[config.mk]
export PLATFORM = sky130hd
export DESIGN_NAME = bm_rd_arbiter
export DESIGN_NICKNAME = d
export VERILOG_FILES = /design/src/rtl/bm_rd_arbiter.sv
export SDC_FILE = /design/constraint.sdc
export NUM_CORES = 1
export LEC_CHECK = 0
export ABC_AREA = 0
export BUFFER_PORTS_ARGS = -buffer_cell sky130_fd_sc_hd__buf_2
export CAP_MARGIN = 10
export CORE_UTILIZATION = 48
export CTS_CLUSTER_SIZE = 12
export DETAILED_ROUTE_END_ITERATION = 6
export HOLD_SLACK_MARGIN = 0.12
export MAX_ROUTING_LAYER = met4
export PLACE_DENSITY = 0.84
export SYNTH_ARGS = -nofsm -noshare
export SYNTH_HDL_FRONTEND = slang
export SYNTH_SLANG_ARGS = --single-unit
export TNS_END_PERCENT = 1
[constraint.sdc]
create_clock -name clk -period 3.1 [get_ports clk]
set_input_delay 0.31 -clock clk [delete_from_list [all_inputs] [get_ports clk]]
set_output_delay 0.31 -clock clk [all_outputs]
set_load 0.01 [all_outputs]
[src/rtl/bm_rd_arbiter.sv]
// -----------------------------------------------------------------------------
// bm_rd_arbiter
//
// Shares the single Bias Memory read port among NR requesters. Each cycle one
// requester is granted by round-robin. The BM read is issued from a register
// on the next cycle. A {valid, requester} tag pipeline follows every read
// through the fixed BM latency, so returned data and a one-hot valid can be
// routed back to the requester that asked for them.
//
// Ports
//   clk          clock
//   rst          synchronous active-high reset
//   req          per-requester read request (bit i = requester i)
//   req_addr     flattened read addresses, slice [i*AW +: AW] = requester i
//   gnt          one-hot grant, combinational from req and the rr pointer
//   bm_rd_en     BM read enable (registered)
//   bm_rd_addr   BM read address (registered, holds when idle)
//   bm_dout      BM read data
//   bm_dout_vld  BM read data valid, RD_LAT cycles after bm_rd_en
//   rd_dout      returned data broadcast to all requesters (registered)
//   rd_dout_vld  one-hot return valid (registered)
//   busy         high while any read is in flight
//   err_tag      sticky flag: BM return did not line up with the tag pipeline
// -----------------------------------------------------------------------------
`ifndef BM_DEPTH
`define BM_DEPTH 1024
`endif
`ifndef BM_DATA_WIDTH
`define BM_DATA_WIDTH 32
`endif

module bm_rd_arbiter #(
    parameter int NR     = 2,
    parameter int AW     = $clog2(`BM_DEPTH),
    parameter int DW     = `BM_DATA_WIDTH,
    parameter int RD_LAT = 2
) (
    input  logic             clk,
    input  logic             rst,
    input  logic [NR-1:0]    req,
    input  logic [NR*AW-1:0] req_addr,
    output logic [NR-1:0]    gnt,
    output logic             bm_rd_en,
    output logic [AW-1:0]    bm_rd_addr,
    input  logic [DW-1:0]    bm_dout,
    input  logic             bm_dout_vld,
    output logic [DW-1:0]    rd_dout,
    output logic [NR-1:0]    rd_dout_vld,
    output logic             busy,
    output logic             err_tag
);

    localparam int IW = (NR > 1) ? $clog2(NR) : 1;
    localparam int CW = $clog2(RD_LAT + 1);

    logic [IW-1:0]     rr_ptr;
    logic [IW-1:0]     gnt_idx;
    logic              gnt_any;
    logic [IW-1:0]     issue_idx;
    logic [RD_LAT-1:0] tag_vld;
    logic [IW-1:0]     tag_idx [RD_LAT];
    logic [CW-1:0]     ign_cnt;
    logic              ignore;
    logic              head_vld;
    logic [IW-1:0]     head_idx;
    logic [NR-1:0]     head_onehot;
    logic              ret_ok;
    logic              mismatch;

    // Round-robin scan starting at rr_ptr; first requester found wins.
    always_comb begin : arb
        int cand;
        // NOTE: every signal written here gets a default first so no path
        // leaves it unassigned (which would infer a latch).
        gnt_any = 1'b0;
        gnt_idx = rr_ptr;
        cand    = 0;
        for (int o = 0; o < NR; o++) begin
            cand = int'(rr_ptr) + o;
            if (cand >= NR) cand = cand - NR;
            if (!gnt_any && req[cand]) begin
                gnt_any = 1'b1;
                gnt_idx = IW'(cand);
            end
        end
        if (rst) gnt_any = 1'b0;
    end

    always_comb begin
        gnt = '0;
        if (gnt_any) gnt[gnt_idx] = 1'b1;
    end

    // The last tag stage lines up with bm_dout_vld. After a reset, reads
    // already inside the BM pipeline still come back for RD_LAT cycles; those
    // returns belong to discarded requests and are silently dropped.
    assign ignore   = (ign_cnt != '0);
    assign head_vld = tag_vld[RD_LAT-1];
    assign head_idx = tag_idx[RD_LAT-1];
    assign ret_ok   = !ignore && bm_dout_vld && head_vld;
    assign mismatch = !ignore && (bm_dout_vld != head_vld);
    assign busy     = bm_rd_en | (|tag_vld);

    always_comb begin
        head_onehot = '0;
        head_onehot[head_idx] = 1'b1;
    end

    // NOTE: sequential state uses non-blocking assignments so every register
    // samples pre-edge values, independent of statement order.
    always_ff @(posedge clk) begin
        if (rst) begin
            rr_ptr      <= '0;
            bm_rd_en    <= 1'b0;
            bm_rd_addr  <= '0;
            issue_idx   <= '0;
            tag_vld     <= '0;
            for (int s = 0; s < RD_LAT; s++) tag_idx[s] <= '0;
            ign_cnt     <= CW'(RD_LAT);
            rd_dout     <= '0;
            rd_dout_vld <= '0;
            err_tag     <= 1'b0;
        end else begin
            bm_rd_en <= gnt_any;
            if (gnt_any) begin
                bm_rd_addr <= req_addr[gnt_idx*AW +: AW];
                issue_idx  <= gnt_idx;
                rr_ptr     <= (int'(gnt_idx) == NR - 1) ? '0 : gnt_idx + 1'b1;
            end

            // Tag stage 0 is loaded one cycle after bm_rd_en so that stage
            // RD_LAT-1 coincides with bm_dout_vld.
            tag_vld[0] <= bm_rd_en;
            tag_idx[0] <= issue_idx;
            for (int s = 1; s < RD_LAT; s++) begin
                tag_vld[s] <= tag_vld[s-1];
                tag_idx[s] <= tag_idx[s-1];
            end

            if (ignore) ign_cnt <= ign_cnt - 1'b1;

            rd_dout_vld <= '0;
            if (ret_ok) begin
                rd_dout     <= bm_dout;
                rd_dout_vld <= head_onehot;
            end

            if (mismatch) err_tag <= 1'b1;
        end
    end

endmodule

# Yosys cells after proc, flatten, opt, wreduce, memory -nomap -nowiden
# Memory sizes are Yosys's and may differ from the RTL's.
# Cells that the tools add are included.
dict set report word_totals {
  ff_bits 52
  ramBits 2
  input_bits 57
  output_inout_bits 49
  word_cells 65
  mem_count 1
}
# memory words width rd rd_clocked_by_memory_dff wr line_no
set memory_table {}
lappend memory_table {tag_idx 2 1 2 0 2 61} ;# logic [IW-1:0] tag_idx [RD_LAT];
dict set report classes {
  add_sub_neg 5
  multipliers 1
  magnitude_cmp 8
  eq_ne 1
  shift 1
  mux 24
  bitwise_logic 4
  reduce_logical 11
}
# op count
set op_table {}
lappend op_table {{less-than comparator 32 x 3 -> 1 bit (second input constant)} 2}
lappend op_table {{2-to-1 mux 32 bit} 2}
lappend op_table {{variable part select 20 x 6 -> 10 bit} 1}
lappend op_table {{2-to-1 mux 1 bit} 19}
lappend op_table {{logical AND 1 bit} 6}
lappend op_table {{less-than comparator 1 x 2 -> 1 bit (second input constant)} 2}
lappend op_table {{multiplier 1 x 3 -> 4 bit (second input constant)} 1}
lappend op_table {{OR reduction 2 bit} 2}
lappend op_table {{OR 1 bit} 3}
lappend op_table {{subtractor 1 x 2 -> 3 bit (second input constant)} 1}
lappend op_table {{subtractor 2 x 2 -> 3 bit (second input constant)} 1}
lappend op_table {{adder 1 x 1 -> 2 bit (second input constant)} 1}
lappend op_table {{demux 1 bit (select 1 bit)} 2}
lappend op_table {{greater-or-equal comparator 1 bit (second input constant)} 2}
lappend op_table {{greater-or-equal comparator 1 x 2 -> 1 bit (second input constant)} 1}
lappend op_table {{greater-or-equal comparator 2 bit (second input constant)} 1}
lappend op_table {{zero test 1 bit} 2}
lappend op_table {{2-to-1 mux 2 bit} 1}
lappend op_table {{nonzero test 2 bit} 1}
lappend op_table {{subtractor 2 x 1 -> 2 bit (second input constant)} 1}
lappend op_table {{adder 1 bit (second input constant)} 1}
lappend op_table {{!= test 1 bit} 1}
lappend op_table {{inverter 1 bit} 1}

# Logic depth before layout (Yosys ltp)
dict set report logic_depth {
  depth_word 14
  mapped_depth 7
  ltp_nobuf 5
}

# Least setup slack after synthesis
# OpenSTA, ideal clock, no wires.
dict set report synth_path {
  path_type {in2out}
  start {input req[1]}
  end {output gnt[0]}
  t_arrival_ns 0.977
  required_time_ns 2.790
  path_slack_ns 1.813
  cell_stages 3
  path_buffers 1
  cell_sequence {buf_2 > a21oi_1 > and2_1}
}
dict set report synth_via {
  elab_chain_len 12
  word_cells_on_any_way 19
  cone_classes {order compare: 2; mux: 14; reduce/logical: 3}
}
# item line_no
set synth_lines {}
lappend synth_lines {{from (decl)} 40} ;# input logic [NR-1:0] req,
lappend synth_lines {{2-to-1 mux 1 bit (not written as such) (3 in a row)} 81} ;# if (!gnt_any && req[cand]) begin
lappend synth_lines {{2-to-1 mux 1 bit} 81}
lappend synth_lines {{zero test 1 bit} 81}
lappend synth_lines {{logical AND 1 bit} 81}
lappend synth_lines {{2-to-1 mux 1 bit} 81}
lappend synth_lines {{less-than comparator 1 x 2 -> 1 bit (not written as such) or greater-or-equal comparator 1 bit (tied branches)} 91} ;# if (gnt_any) gnt[gnt_idx] = 1'b1;
lappend synth_lines {{logical AND 1 bit (not written as such)} 91}
lappend synth_lines {{2-to-1 mux 1 bit (not written as such)} 91}
lappend synth_lines {{demux 1 bit (select 1 bit)} 91}
lappend synth_lines {{2-to-1 mux 2 bit *} 91}
lappend synth_lines {{to (decl)} 42} ;# output logic [NR-1:0] gnt,
# Mark *: on every way between the ends. The rest lies on a longest branch, timed or not. The select of a mux whose other input is x is not followed.

# Final worst setup path
dict set report layout_path {
  start {input rst}
  end {output gnt[1]}
}
dict set report layout_via {
  elab_chain_len 2
}
# item line_no
set layout_lines {}
lappend layout_lines {{from (decl)} 39} ;# input logic rst,
lappend layout_lines {{2-to-1 mux 1 bit} 86} ;# if (rst) gnt_any = 1'b0;
lappend layout_lines {{2-to-1 mux 2 bit} 91}
# Every way passes these cells.

==> summary.txt <==
Outcome
  – Result of the run: finished clean

Synthesis
  – Dominant register cell in the synthesized netlist: sky130_fd_sc_hd__dfxtp_1
  – Number of register bits inferred by synthesis: 54
  – Mapped cell area: 0.00206 sq mm
  – Share of synthesized area spent on multiplexers: 0.547%
  – Share of flip-flops with an asynchronous set or reset after synthesis: 0%
  – Post-Synthesis Mean Instance Area: 8.58 sq um
  – Post-synthesis xor/xnor area fraction: 0.851%
  – Top cell type's share of synthesized area: 52.5%
  – Number of enable flip-flop cells after synthesis: 0
  – Warnings, synthesis: 0
  – Combinational family with the most area after synthesis: simple AND/OR/NAND/NOR gates
  – Most frequently used cell type in the post-synthesis netlist: sky130_fd_sc_hd__nand2_1
  – Simple-gate share of the synthesized area: 21.5%
  – Synthesized instance count: 240
  – Cell type contributing the most total cell area after synthesis: sky130_fd_sc_hd__dfxtp_1
  – Adder-Cell Fraction of Synth Area: 1.28%
  – Portion of the post-synthesis area used by sequential elements: 52.5%
  – Biggest area contributors in the synthesized netlist: sky130_fd_sc_hd__dfxtp_1, sky130_fd_sc_hd__nand2_1, sky130_fd_sc_hd__a21oi_1, sky130_fd_sc_hd__o211ai_2, sky130_fd_sc_hd__o2111ai_1
  – Number of different library cells in the post-synthesis netlist: 30
  – Post-synth top cells: sky130_fd_sc_hd__nand2_1, sky130_fd_sc_hd__dfxtp_1, sky130_fd_sc_hd__a21oi_1
  – Net count after synthesis: 298
  – Compound-Gate Fraction of Synth Area: 17.1%

Layout
  – Net total in the final layout: 395
  – Total non-filler cell area in the finished layout: 0.00265 sq mm
  – Diode insertion count for antenna repair: 0
  – Fraction of layout cells with a size suffix above 1: 37.0%
  – Post-synthesis to final-layout area growth: 28.6%

CTS
  – CTS resizes: 0
  – Hold-fix buffer count after cts: 0
  – TritonCTS buffer count: 5
  – Post-CTS Setup Inserts: 0
  – Skew-Pair Late Insertion Delay: 0.30 ns
  – Clock tree from TritonCTS: yes
  – Number of buffers between clock root and the deepest sink: 2
  – H-tree Lvls: 2
  – Clock-pin slew reported for the worst setup and hold paths after clock tree synthesis: 0.09 ns
  – Root Driver: sky130_fd_sc_hd__clkbuf_8
  – Clock sink total: 54

Min path
  – Tightest Hold Check Type: input port to flip-flop
  – Hold-critical path depth: 3
  – Hold Path Sink: rd_dout[28]$_SDFFE_PP0P_
  – Hold path startpoint: bm_dout[28]

Place
  – Count of buffers from port buffering: 105
  – RD Place Congestion: 0.743
  – Instance area after placement: 0.00255 sq mm
  – Half-perimeter wire length after placement: 3210 microns

Pwr
  – Net switching power of the design: 0.000330 W
  – Internal Dissipation: 0.000998 W
  – Share of power burned in combinational logic: 14.1%
  – Leak Pwr: 1.23 nW
  – Pwr dens: 502 mW/mm^2
  – Maximum resistive drop on vdd: 0.000365 V
  – Portion of total power attributed to sequential cells: 56.4%
  – Net switching share of the total power: 24.9%
  – Clock Power Share: 29.5%

Drt
  – Final routed DRC violation total: 0
  – Overall routed net length: 4500 microns
  – Post-DR wirelength/cell: 11.6 microns
  – Via Count: 1,922
  – Initial DRC count: 76
  – Iteration count of the initial detailed-routing pass: 4
  – Detailed-route vias per instance: 4.95
  – Number of routed nets with antenna violations: 0

Floorplanning
  – Floorplan die width: 67.5 microns
  – Number of placed I/O pins: 106
  – Area of the die: 0.00455 sq mm
  – Initial core utilization: 50.7%
  – Placeable Area: 0.00406 sq mm
  – FP Rows: 23
  – Die Height: 67.5 microns

STA
  – Post-layout min period: 2.08 ns
  – Worst slew margin: 44.5%
  – Count of endpoints failing setup in the final report: 0
  – Max-slew violation count: 0
  – Sum of negative setup slack: 0 ns
  – Worst Hold Slack: 0.240 ns
  – Hold Vio Cnt, Final: 0
  – RSZ-0062 raised after global routing: no
  – Fmax: 0.482 GHz
  – Worst Max-Slew Pin Slew: 0.833 ns
  – Clk_skew: 0.00769 ns
  – Period utilisation layout: 67.0%

Critical path
  – Crit Reg-Reg Endpoint: rd_dout[18]$_SDFFE_PP0P_
  – Worst-case reg-to-reg path depth: 6
  – Critical path startpoint: rst
  – Launch instance of the worst register-to-register path: ign_cnt[0]$_SDFFE_PP0P_
  – FF-to-FF setup slack: 1.30 ns
  – Arrival time at the worst endpoint: 1.77 ns
  – Startpoint type of the worst setup path: input port
  – Kind of end point of the critical path: primary output
  – Worst path required time: 2.79 ns
  – Largest fanout of any net on the critical path: 48
  – Worst setup path category: input port to primary output

Global routing
  – Overall track demand over capacity in global routing: 21.1%
  – Total grt overflow: 0
  – Initial antenna violation count: 0
  – Vias in the first global route: 1,653
  – Global-route wire length before repair: 7060 microns
  – Pin count of the biggest net entering global routing: 49

Flow run
  – Maxcap violations: 0
cell usage in the layout, fill, tap and decap left out, drive strengths merged, types with 2 or more instances in the layout:
cell type / n
a21oi: 35
a31oi: 4
and3: 3
buf: 107
clkbuf: 7
dfxtp: 54
inv: 5
nand2: 82
nand3: 5
nand4: 4
nor2: 2
nor2b: 4
nor3: 2
o2111ai: 6
o211ai: 6
xor2: 2
layer usage:
layer | up-vias | global-route usage (%) | share of wire (%)
met2 | 82 | 34.4 | 46
li1 | 997 | - | -
met1 | 837 | 25.0 | 46
met5 | - | - | 0
met4 | 0 | 5.85 | 1.0
met3 | 6 | 6.08 | 6.9
state kept, by name (all words and copies together) (netlist names), 2 cells and up:
name / count
bm_rd_addr: 10
ign_cnt: 2
rd_dout: 32
rd_dout_vld: 2
tag_idx: 2
tag_vld: 2
worst max-delay path, cell delays in order:
cell	delay, ns
sky130_fd_sc_hd__buf_2	0.63
sky130_fd_sc_hd__inv_1	0.40
sky130_fd_sc_hd__and3_1	0.28
sky130_fd_sc_hd__buf_2	0.13
worst max path at each step:
stage | cells after the start | end | slack, ns
after global placement | 4 | gnt[1] | 1.05
after detailed placement | 4 | gnt[1] | 1.02
after CTS | 4 | gnt[1] | 1.02
after floorplan | 3 | gnt[0] | 1.81
final | 4 | gnt[1] | 1.02
after global routing | 4 | gnt[1] | 0.89
cell type report:
class / instances / area, sq um
tap: 50 / 62.6
fill: 361 / 1410
sequential: 54 / 1080
inverter: 5 / 21.3
multi-input combinational: 164 / 850
clock buffer: 7 / 86.3
timing repair buffer: 107 / 541
clock inverter: 1 / 5.00
metrics by stage:
step / setup slack, ns / std cells / utilization, % / total power, W
5_1_grt: 0.893 / 388 / 65.2 / 0.00141
4_1_cts: 1.02 / 388 / 65.2 / 0.00134
2_1_floorplan: 1.81 / 240 / - / 0.000882
3_5_place_dp: 1.02 / 380 / 63.0 / 0.000951
3_3_place_gp: 1.05 / 380 / 63.0 / 0.000948
6_report: 1.02 / 388 / 65.2 / 0.00133
cell families (layout without fill, tap and decap cells):
family | after synthesis | in the layout
compound gates | 54 | 54
fa+ha+maj | 2 | 2
buf+inv | 22 | 120
xor+xnor | 2 | 2
mux | 1 | 1
flops | 54 | 54
simple gates | 105 | 105
power groups by stage:
stage | sequential, W | clock, W | combinational (W)
after floorplan | 0.000769 | 0 | 0.000112
after global placement | 0.000763 | 0 | 0.000185
after detailed placement | 0.000764 | 0 | 0.000187
after CTS | 0.000749 | 0.000404 | 0.000189
after global routing | 0.000754 | 0.000440 | 0.000212
final | 0.000749 | 0.000392 | 0.000188
(Power assumes the default switching activity.)
